**config.mk**
```make
export PLATFORM = sky130hd
export DESIGN_NAME = coprocessor_io_sequencer_flat
export DESIGN_NICKNAME = d
export VERILOG_FILES = /design/src/rtl/coprocessor_io_sequencer_if.sv /design/src/rtl/coprocessor_io_sequencer.sv /design/src/flat_wrapper.sv
export SDC_FILE = /design/constraint.sdc
export NUM_CORES = 1
export LEC_CHECK = 0
export BUFFER_PORTS_ARGS = -buffer_cell sky130_fd_sc_hd__buf_4
export CAP_MARGIN = 20
export CORE_MARGIN = 4
export CORE_UTILIZATION = 45
export CTS_CLUSTER_DIAMETER = 150
export DETAILED_ROUTE_END_ITERATION = 8
export GPL_ROUTABILITY_DRIVEN = 0
export PLACE_DENSITY = 0.71
export SLEW_MARGIN = 20
export SYNTH_ARGS = -nofsm -noshare
export SYNTH_HDL_FRONTEND = slang
export SYNTH_SLANG_ARGS = --single-unit
```
**constraint.sdc**
```tcl
create_clock -name clk -period 6.3 [get_ports clk]
set_input_delay 0.315 -clock clk [delete_from_list [all_inputs] [get_ports clk]]
set_output_delay 0.315 -clock clk [all_outputs]
set_load 0.01 [all_outputs]
```
**src/rtl/coprocessor_io_sequencer_if.sv**
```systemverilog
// Nios-side Avalon-MM register port and coprocessor IO bus of the IO sequencer.
// The sequencer takes the slave view; the Nios bus and the coprocessor together take the master view.
interface coprocessor_io_sequencer_if #(
    parameter int ADDR_W = 15
);
    logic [1:0]        address;
    logic              chipselect;
    logic              write_n;
    logic              read_n;
    logic [31:0]       writedata;
    logic [31:0]       readdata;
    logic              irq;
    logic [ADDR_W-1:0] cp_addr;
    logic [31:0]       cp_wdata;
    logic              cp_rd;
    logic              cp_wr;
    logic [31:0]       cp_rdata;
    logic              cp_ack;

    modport slave (
        input  address, chipselect, write_n, read_n, writedata, cp_rdata, cp_ack,
        output readdata, irq, cp_addr, cp_wdata, cp_rd, cp_wr
    );

    modport master (
        output address, chipselect, write_n, read_n, writedata, cp_rdata, cp_ack,
        input  readdata, irq, cp_addr, cp_wdata, cp_rd, cp_wr
    );
endinterface

```
**src/rtl/coprocessor_io_sequencer.sv**
```systemverilog
// Runs single read/write transactions on the coprocessor IO bus on behalf of the Nios,
// with an acknowledge timeout, optional address auto-increment and a completion interrupt.
//
// state  | meaning
// IDLE   | waiting for a start request from a CTRL write
// SETUP  | address and data stable, no strobe; timeout counter loads
// STROBE | cp_rd or cp_wr asserted, waiting for cp_ack or timeout
// HOLD   | strobes low, DONE sets, optional address increment
module coprocessor_io_sequencer #(
    parameter int TIMEOUT_CYCLES = 255,
    parameter int ADDR_W         = 15
) (
    input  logic                        clk,
    input  logic                        reset_n,
    coprocessor_io_sequencer_if.slave   bus
);
    typedef enum logic [1:0] {IDLE, SETUP, STROBE, HOLD} state_t;

    localparam logic [15:0] TMO_LOAD = 16'(TIMEOUT_CYCLES - 1);

    state_t            state_q, state_nxt;
    logic [ADDR_W-1:0] addr_q;
    logic [31:0]       wdata_q;
    logic [31:0]       rdata_q;
    logic [15:0]       tmo_cnt_q;
    logic              autoinc_q, ie_q, done_q, timeout_q, overrun_q;
    logic              start_pend_q, dir_rd_q;
    logic              acked, expired, stb_rd, stb_wr;
    logic              busy, wr_en, wr_ctrl, start_req, start_ok;
    logic              unused_read_n;

    assign unused_read_n = bus.read_n;

    assign busy      = (state_q != IDLE);
    assign wr_en     = bus.chipselect & ~bus.write_n;
    assign wr_ctrl   = wr_en & (bus.address == 2'd2);
    assign start_req = wr_ctrl & (bus.writedata[0] | bus.writedata[1]);
    // A start still waiting to be picked up by IDLE counts as an overrun too.
    assign start_ok  = start_req & ~busy & ~start_pend_q;

    always_ff @(posedge clk or negedge reset_n) begin
        if (!reset_n) begin
            state_q <= IDLE;
        end else begin
            state_q <= state_nxt;
        end
    end

    always_comb begin
        state_nxt = state_q;
        acked     = 1'b0;
        expired   = 1'b0;
        stb_rd    = 1'b0;
        stb_wr    = 1'b0;
        case (state_q)
            IDLE: begin
                if (start_pend_q) state_nxt = SETUP;
            end
            SETUP: begin
                state_nxt = STROBE;
            end
            STROBE: begin
                stb_rd = dir_rd_q;
                stb_wr = ~dir_rd_q;
                if (bus.cp_ack) begin
                    acked     = 1'b1;
                    state_nxt = HOLD;
                end else if (tmo_cnt_q == 16'd0) begin
                    expired   = 1'b1;
                    state_nxt = HOLD;
                end
            end
            HOLD: begin
                state_nxt = IDLE;
            end
            default: state_nxt = IDLE;
        endcase
    end

    always_ff @(posedge clk or negedge reset_n) begin
        if (!reset_n) begin
            addr_q       <= '0;
            wdata_q      <= '0;
            rdata_q      <= '0;
            tmo_cnt_q    <= '0;
            autoinc_q    <= 1'b0;
            ie_q         <= 1'b0;
            done_q       <= 1'b0;
            timeout_q    <= 1'b0;
            overrun_q    <= 1'b0;
            start_pend_q <= 1'b0;
            dir_rd_q     <= 1'b0;
        end else begin
            if (wr_en && !busy && bus.address == 2'd0) addr_q  <= bus.writedata[ADDR_W-1:0];
            if (wr_en && !busy && bus.address == 2'd1) wdata_q <= bus.writedata;

            if (wr_ctrl) begin
                autoinc_q <= bus.writedata[4];
                ie_q      <= bus.writedata[5];
                if (bus.writedata[8]) begin
                    done_q    <= 1'b0;
                    timeout_q <= 1'b0;
                    overrun_q <= 1'b0;
                end
            end

            if (state_q == IDLE && start_pend_q) start_pend_q <= 1'b0;
            if (start_ok) begin
                start_pend_q <= 1'b1;
                dir_rd_q     <= bus.writedata[0];
                done_q       <= 1'b0;
                timeout_q    <= 1'b0;
            end

            // Event sets come last so they win over a same-cycle clear.
            if (start_req && !start_ok) overrun_q <= 1'b1;

            // Down-counter: terminal count 0 marks the last allowed strobe cycle.
            if (state_q == SETUP) begin
                tmo_cnt_q <= TMO_LOAD;
            end else if (state_q == STROBE && tmo_cnt_q != 16'd0) begin
                tmo_cnt_q <= tmo_cnt_q - 16'd1;
            end

            if (acked && dir_rd_q) rdata_q <= bus.cp_rdata;
            if (expired) timeout_q <= 1'b1;

            if (state_q == HOLD) begin
                done_q <= 1'b1;
                if (autoinc_q) addr_q <= addr_q + ADDR_W'(1);
            end
        end
    end

    always_comb begin
        bus.readdata = 32'd0;
        case (bus.address)
            2'd0: bus.readdata = {{(32-ADDR_W){1'b0}}, addr_q};
            2'd1: bus.readdata = wdata_q;
            2'd2: bus.readdata = {26'd0, ie_q, autoinc_q, overrun_q, timeout_q, done_q, busy};
            2'd3: bus.readdata = rdata_q;
            default: bus.readdata = 32'd0;
        endcase
    end

    assign bus.irq      = ie_q & done_q;
    assign bus.cp_addr  = addr_q;
    assign bus.cp_wdata = wdata_q;
    assign bus.cp_rd    = stb_rd;
    assign bus.cp_wr    = stb_wr;
endmodule

```
**src/flat_wrapper.sv**
```systemverilog
// flat-port wrapper written by rule: the top's interface ports become plain ports
module coprocessor_io_sequencer_flat 
#(
    parameter int TIMEOUT_CYCLES = 255,
    parameter int ADDR_W         = 15
)
  (clk, reset_n, bus_address, bus_chipselect, bus_write_n, bus_read_n, bus_writedata, bus_cp_rdata, bus_cp_ack, bus_readdata, bus_irq, bus_cp_addr, bus_cp_wdata, bus_cp_rd, bus_cp_wr);
  coprocessor_io_sequencer_if #(.ADDR_W(ADDR_W)) bus_i ();
  input  logic clk;
  input  logic reset_n;
  input wire logic [$bits(bus_i.address)-1:0] bus_address;
  input wire logic [$bits(bus_i.chipselect)-1:0] bus_chipselect;
  input wire logic [$bits(bus_i.write_n)-1:0] bus_write_n;
  input wire logic [$bits(bus_i.read_n)-1:0] bus_read_n;
  input wire logic [$bits(bus_i.writedata)-1:0] bus_writedata;
  input wire logic [$bits(bus_i.cp_rdata)-1:0] bus_cp_rdata;
  input wire logic [$bits(bus_i.cp_ack)-1:0] bus_cp_ack;
  output wire logic [$bits(bus_i.readdata)-1:0] bus_readdata;
  output wire logic [$bits(bus_i.irq)-1:0] bus_irq;
  output wire logic [$bits(bus_i.cp_addr)-1:0] bus_cp_addr;
  output wire logic [$bits(bus_i.cp_wdata)-1:0] bus_cp_wdata;
  output wire logic [$bits(bus_i.cp_rd)-1:0] bus_cp_rd;
  output wire logic [$bits(bus_i.cp_wr)-1:0] bus_cp_wr;
  assign bus_i.address = bus_address;
  assign bus_i.chipselect = bus_chipselect;
  assign bus_i.write_n = bus_write_n;
  assign bus_i.read_n = bus_read_n;
  assign bus_i.writedata = bus_writedata;
  assign bus_i.cp_rdata = bus_cp_rdata;
  assign bus_i.cp_ack = bus_cp_ack;
  assign bus_readdata = bus_i.readdata;
  assign bus_irq = bus_i.irq;
  assign bus_cp_addr = bus_i.cp_addr;
  assign bus_cp_wdata = bus_i.cp_wdata;
  assign bus_cp_rd = bus_i.cp_rd;
  assign bus_cp_wr = bus_i.cp_wr;
  coprocessor_io_sequencer #(.TIMEOUT_CYCLES(TIMEOUT_CYCLES), .ADDR_W(ADDR_W)) u_core (.clk(clk), .reset_n(reset_n), .bus(bus_i));
endmodule
```
Yosys cells after proc, flatten, opt, wreduce, memory -nomap -nowiden. Cells that the tools add are included.

Word-level logic and storage cells: 84. Bits of input ports: 72. Register bits after elaboration: 104.

Reduce and logical (&&, ||, !) cells: 26. $add $sub $neg: 2. Bitwise logic cells: 11. Muxes and demuxes: 25. Equal/unequal tests: 8.

Operators with widths (number): 32-bit one-hot mux with 4 select lines (1); 15-bit two-way mux (3); 16-bit two-way mux (2); 16-bit logical NOT (1); 16-bit nonzero test (1); 16-bit by 1-bit subtractor with 16-bit output (second input constant) (1); 15-bit by 1-bit adder with 15-bit output (second input constant) (1); 1-bit two-way mux (15); 3-bit nonzero test (4); 2-bit nonzero test (5); 2-bit == test (second input constant) (4); 2-bit one-hot mux with 4 select lines (1); 2-bit AND reduction (4); 1-bit logical AND (7); 1-bit bitwise AND (6); 2-bit two-way mux (3); 2-bit by 1-bit == test with 1-bit output (second input constant) (2); 2-bit logical NOT (2); 1-bit NOT (4); 3-bit by 2-bit != test with 1-bit output (second input constant) (1); 1-bit logical NOT (2); 2-bit by 1-bit != test with 1-bit output (second input constant) (1); 1-bit OR (1).

Longest topological paths before layout.
Word-level depth: 10. Gate-level depth with buffers: 7.

Least setup slack after synthesis. No wires, ideal clock.

Path kind: reg2reg. From: reg u_core.tmo_cnt_q[8]. To: reg u_core.tmo_cnt_q[13]. Stages on the path, launching flop included: 6. Clock period less this slack: 2197 ps. Setup slack: 4103 ps. Library setup time: 128 ps. Buffers on the path: 1. Arrival: 2070 ps. Path through: dfrtp_1 > or4_4 > or3_1 > clkbuf_2 > nor4b_1 > mux2_1.

Word-level cells in the longest chain between the ends: 3.

RTL lines: from (decl) (line coprocessor_io_sequencer.sv:25) `logic [15:0] tmo_cnt_q;`; from (signal assigned) (line coprocessor_io_sequencer.sv:122) `tmo_cnt_q <= tmo_cnt_q - 16'd1;`; 16-bit by 1-bit subtractor with 16-bit output / 16-bit nonzero test (equally long branches) (line coprocessor_io_sequencer.sv:122, coprocessor_io_sequencer.sv:121); 16-bit two-way mux / 1-bit logical AND (equally long branches) (line coprocessor_io_sequencer.sv:121) `end else if (state_q == STROBE && tmo_cnt_q != 16'd0) begin`; 16-bit two-way mux / 2-bit nonzero test (equally long branches).

Several ways; a longest one is shown, not always the timed one. The select of a mux whose other input is x is not followed. A chain may end at the register's enable or synchronous reset.

Worst setup path after layout.
From: reg u_core.state_q[0]. To: reg u_core.wdata_q[31], in the netlist u_core.bus.cp_wdata[31].

Word-level cells in the longest chain between the ends: 4.

RTL lines: from (decl) (line coprocessor_io_sequencer.sv:21) `state_t state_q, state_nxt;`; from (signal assigned) (line coprocessor_io_sequencer.sv:45) `state_q <= state_nxt;`; 2-bit nonzero test (line coprocessor_io_sequencer.sv:34) `assign busy = (state_q != IDLE);`; 1-bit logical NOT (line coprocessor_io_sequencer.sv:95) `if (wr_en && !busy && bus.address == 2'd1) wdata_q <= bus.writedata;`; 1-bit logical AND (2 in series) (line coprocessor_io_sequencer.sv:95); to (signal assigned) (line coprocessor_io_sequencer.sv:95); to (decl) (line coprocessor_io_sequencer.sv:23) `logic [31:0] wdata_q;`.

No other way between the ends.

==> flow_summary.ini <==
[sta]
finClkSkew_ns = 0.008665
max_freq_ghz = 0.4080
setup_viol = 0
worst_pin_slew_ns = 0.9798
min_period_ns = 2.451
max-slew-margin-rel_pct = 34.08
timing.final.crit_share_pct = 38.90
hold_violations = 0
rsz0062_at_grt = no
drv_slew = 0
fin_ws_ns = 3.849
finalSetupTns_ns = 0

[clock_tree]
postCtsSetupBuffers = 0
cts_tree = built
clock_path_buffers = 2
clk_pin_slew_worst_paths_ns = 0.07
ctsResizeCount = 0
cts_hold_buf = 0
cts_root_buf = clkbuf_16
clock-sinks = 104
cts.htree.levels = 3
worstSkewPairLatency_ns = 0.34
numCtsBuffers = 9

[yosys]
synth_top_family_by_area = multiplexers
synth_most_common_cell = dfrtp_1
syn_nets = 536
synth_xor_area_share_pct = 0
synth_compound_area_share_pct = 9.253
synthSimpleGateAreaFrac_pct = 13.59
syn-instance-count = 458
synth.mux.area_fraction_pct = 22.94
seq_area_frac_synth_pct = 50.12
ys_warn_count = 0
synthTopCellsByArea = dfrtp_1 50%, mux2_2 15%, mux2i_1 5.6%
synth_fa_ha_area_share_pct = 1.446
async_flop_share_pct = 100.0
synth-edff-count = 0
synth_top_area_cell = dfrtp_1
synth_top_area_share_pct = 50.12
avgSynthCellArea_sq_um = 11.34
ys.flop_type = dfrtp_1
ys_top_cells_by_count = 104 x dfrtp_1, 67 x mux2_2, 39 x nor2_1
synth.distinct_cells = 49
syn_area_sq_um = 5192
synth_seq_cells = 104

[die]
fp-row-count = 38
die_x_microns = 115.4
die_y_microns = 115.4
core_area_sq_um = 11080
ios = 154
start_util_pct = 46.87
die-area_sq_um = 13320

[cells_and_area]
seq_area_sq_um = 2603
antenna_cells = 0
final_nets = 678
multi_input_area_sq_um = 2459
drive_above_1_share_pct = 40.99
fillers = 954
syn2layout_area_growth_pct = 30.12

[setup_path]
cp_num_cells = 6
rr_worst_depth = 6
crit_chain = inv_1 > ha_1 > nor4bb_1 > nand2_1 > buf_4 > mux2_2
slowest_delay_ns = 0.49
critical_path_arrival_ns = 2.67
critPathTopFamily = simple AND/OR/NAND/NOR gates
endpoint_kind = flop
cp_slowest_cell = nand2_1
cp_num_buf_inv = 2
cp_max_fo = 21
crit_required_ns = 6.52
cp-start-kind = flop
crit_type = flop to flop

[worst_hold_path]
min_path_type = input pin to async pin

[routing]
viasPerCell = 5.628
dr.pass1.iters = 4
drtIter0Drc = 221
wl_per_cell_microns = 18.32
drc_errors = 0
drt_wl_total_microns = 13650
vias = 4193
postRouteAntennaNets = 0

[placed_design]
io_buffers = 152
dp_hpwl_microns = 10120
pre_cts_ws_ns = 3.756

[grt]
grt_first_pass_wirelength_microns = 22090
use_met3_pct = 5.222
antenna_found_initial = 0
grt_pass1_vias = 4424
grt_max_degree = 55
busiest_layer = met2
grt_usage_pct = 20.90
met2_usage_pct = 32.75
grtUsageMet1_pct = 28.35
grt_overflow = 0

[power_and_ir_drop]
powerDensity_nw_per_um2 = 433.0
peakVddDrop_uv = 209.3
leakage_nw = 3.158

[status]
status = finished, final reports clean

[run]
cap_violations = 0
[where the power goes]
group / internal, W / leakage [nW] / switching [W]
Clock: 0.000326 / 0.156 / 0.000261
Sequential: 0.000940 / 1.26 / 0.000239
Combinational: 0.000630 / 1.74 / 0.000531
[cells by family after synthesis]
logic type | count (synthesis)
mux | 103
fa+ha+maj | 6
flops | 104
compound gates | 75
buf+inv | 36
simple gates | 134
[through the flow]
step	std cells	util [%]	total power, W	area (sq um)	hold slack [ns]
5_1_grt	745	60.99	0.003129	6756	0.06498
3_3_place_gp	729	58.12	0.002310	6439	0.4011
6_report	745	60.99	0.002926	6756	0.007455
4_1_cts	745	60.93	0.002953	6750	0.03518
3_5_place_dp	729	58.12	0.002361	6439	0.4020
2_1_floorplan	458	-	0.001775	5192	0.01941
[final cells by class]
type	instances	area share [%]
clock buffers	10	3.537
clock inverters	6	1.074
inverters	12	0.6667
multi-input cells	318	36.39
flip-flops and latches	104	38.52
well taps	140	2.593
repair buffers	155	17.22
[metal layers]
layer	vias to the layer above	part of all wire (%)	wire [microns]
li1	1979	-	-
met1	2036	43	5908
met2	150	47	6380
met3	28	7.2	984
met4	0	2.8	376
met5	-	0	0
[state kept, by name, indices dropped and copies added, names as in the netlist, 2 cells and up]
register	flops
u_core.state_q	2
u_core.bus.cp_wdata	32
u_core.bus.cp_addr	15
u_core.tmo_cnt_q	16
u_core.rdata_q	32
[path summary, 6_finish.rpt]
kind,startpoint,to,slack [ns]
setup / recovery,u_core.state_q[0],u_core.bus.cp_wdata[31],3.85
hold / removal,reset_n,u_core.bus.cp_addr[10],0.007
setup reg to reg,u_core.state_q[0],u_core.bus.cp_wdata[31],3.85
hold reg to reg,u_core.timeout_q,u_core.timeout_q,0.48
max in group asynchronous,reset_n,u_core.rdata_q[28],5.19
min in group clk,bus_cp_rdata[21],u_core.rdata_q[21],0.20
[worst register-to-register path, cell delays in order (launching register included)]
cell	delay [ns]
dfrtp_1	0.43
inv_1	0.10
ha_1	0.25
nor4bb_1	0.34
nand2_1	0.49
buf_4	0.41
mux2_2	0.32
[cell usage in the layout (no fill, tap or decap), types with 4 or more instances in the layout]
cell	netlist	routed
or3_1	8	8
ha_1	6	6
nand2_1	23	23
o21ai_0	28	28
clkbuf_16	0	9
o31ai_1	4	4
nand3_1	14	14
nor3_1	8	8
mux2i_1	29	29
nor4_1	6	6
nor2_1	39	39
dfrtp_1	104	104
and4_1	4	4
mux2_2	67	67
mux4_2	6	6
buf_4	0	155
a21oi_1	14	14
inv_1	11	11
a211oi_1	8	8
nor2b_1	6	6
a311oi_1	4	4
and2_1	7	7
Note: power is estimated with default switching activity, not from simulation.
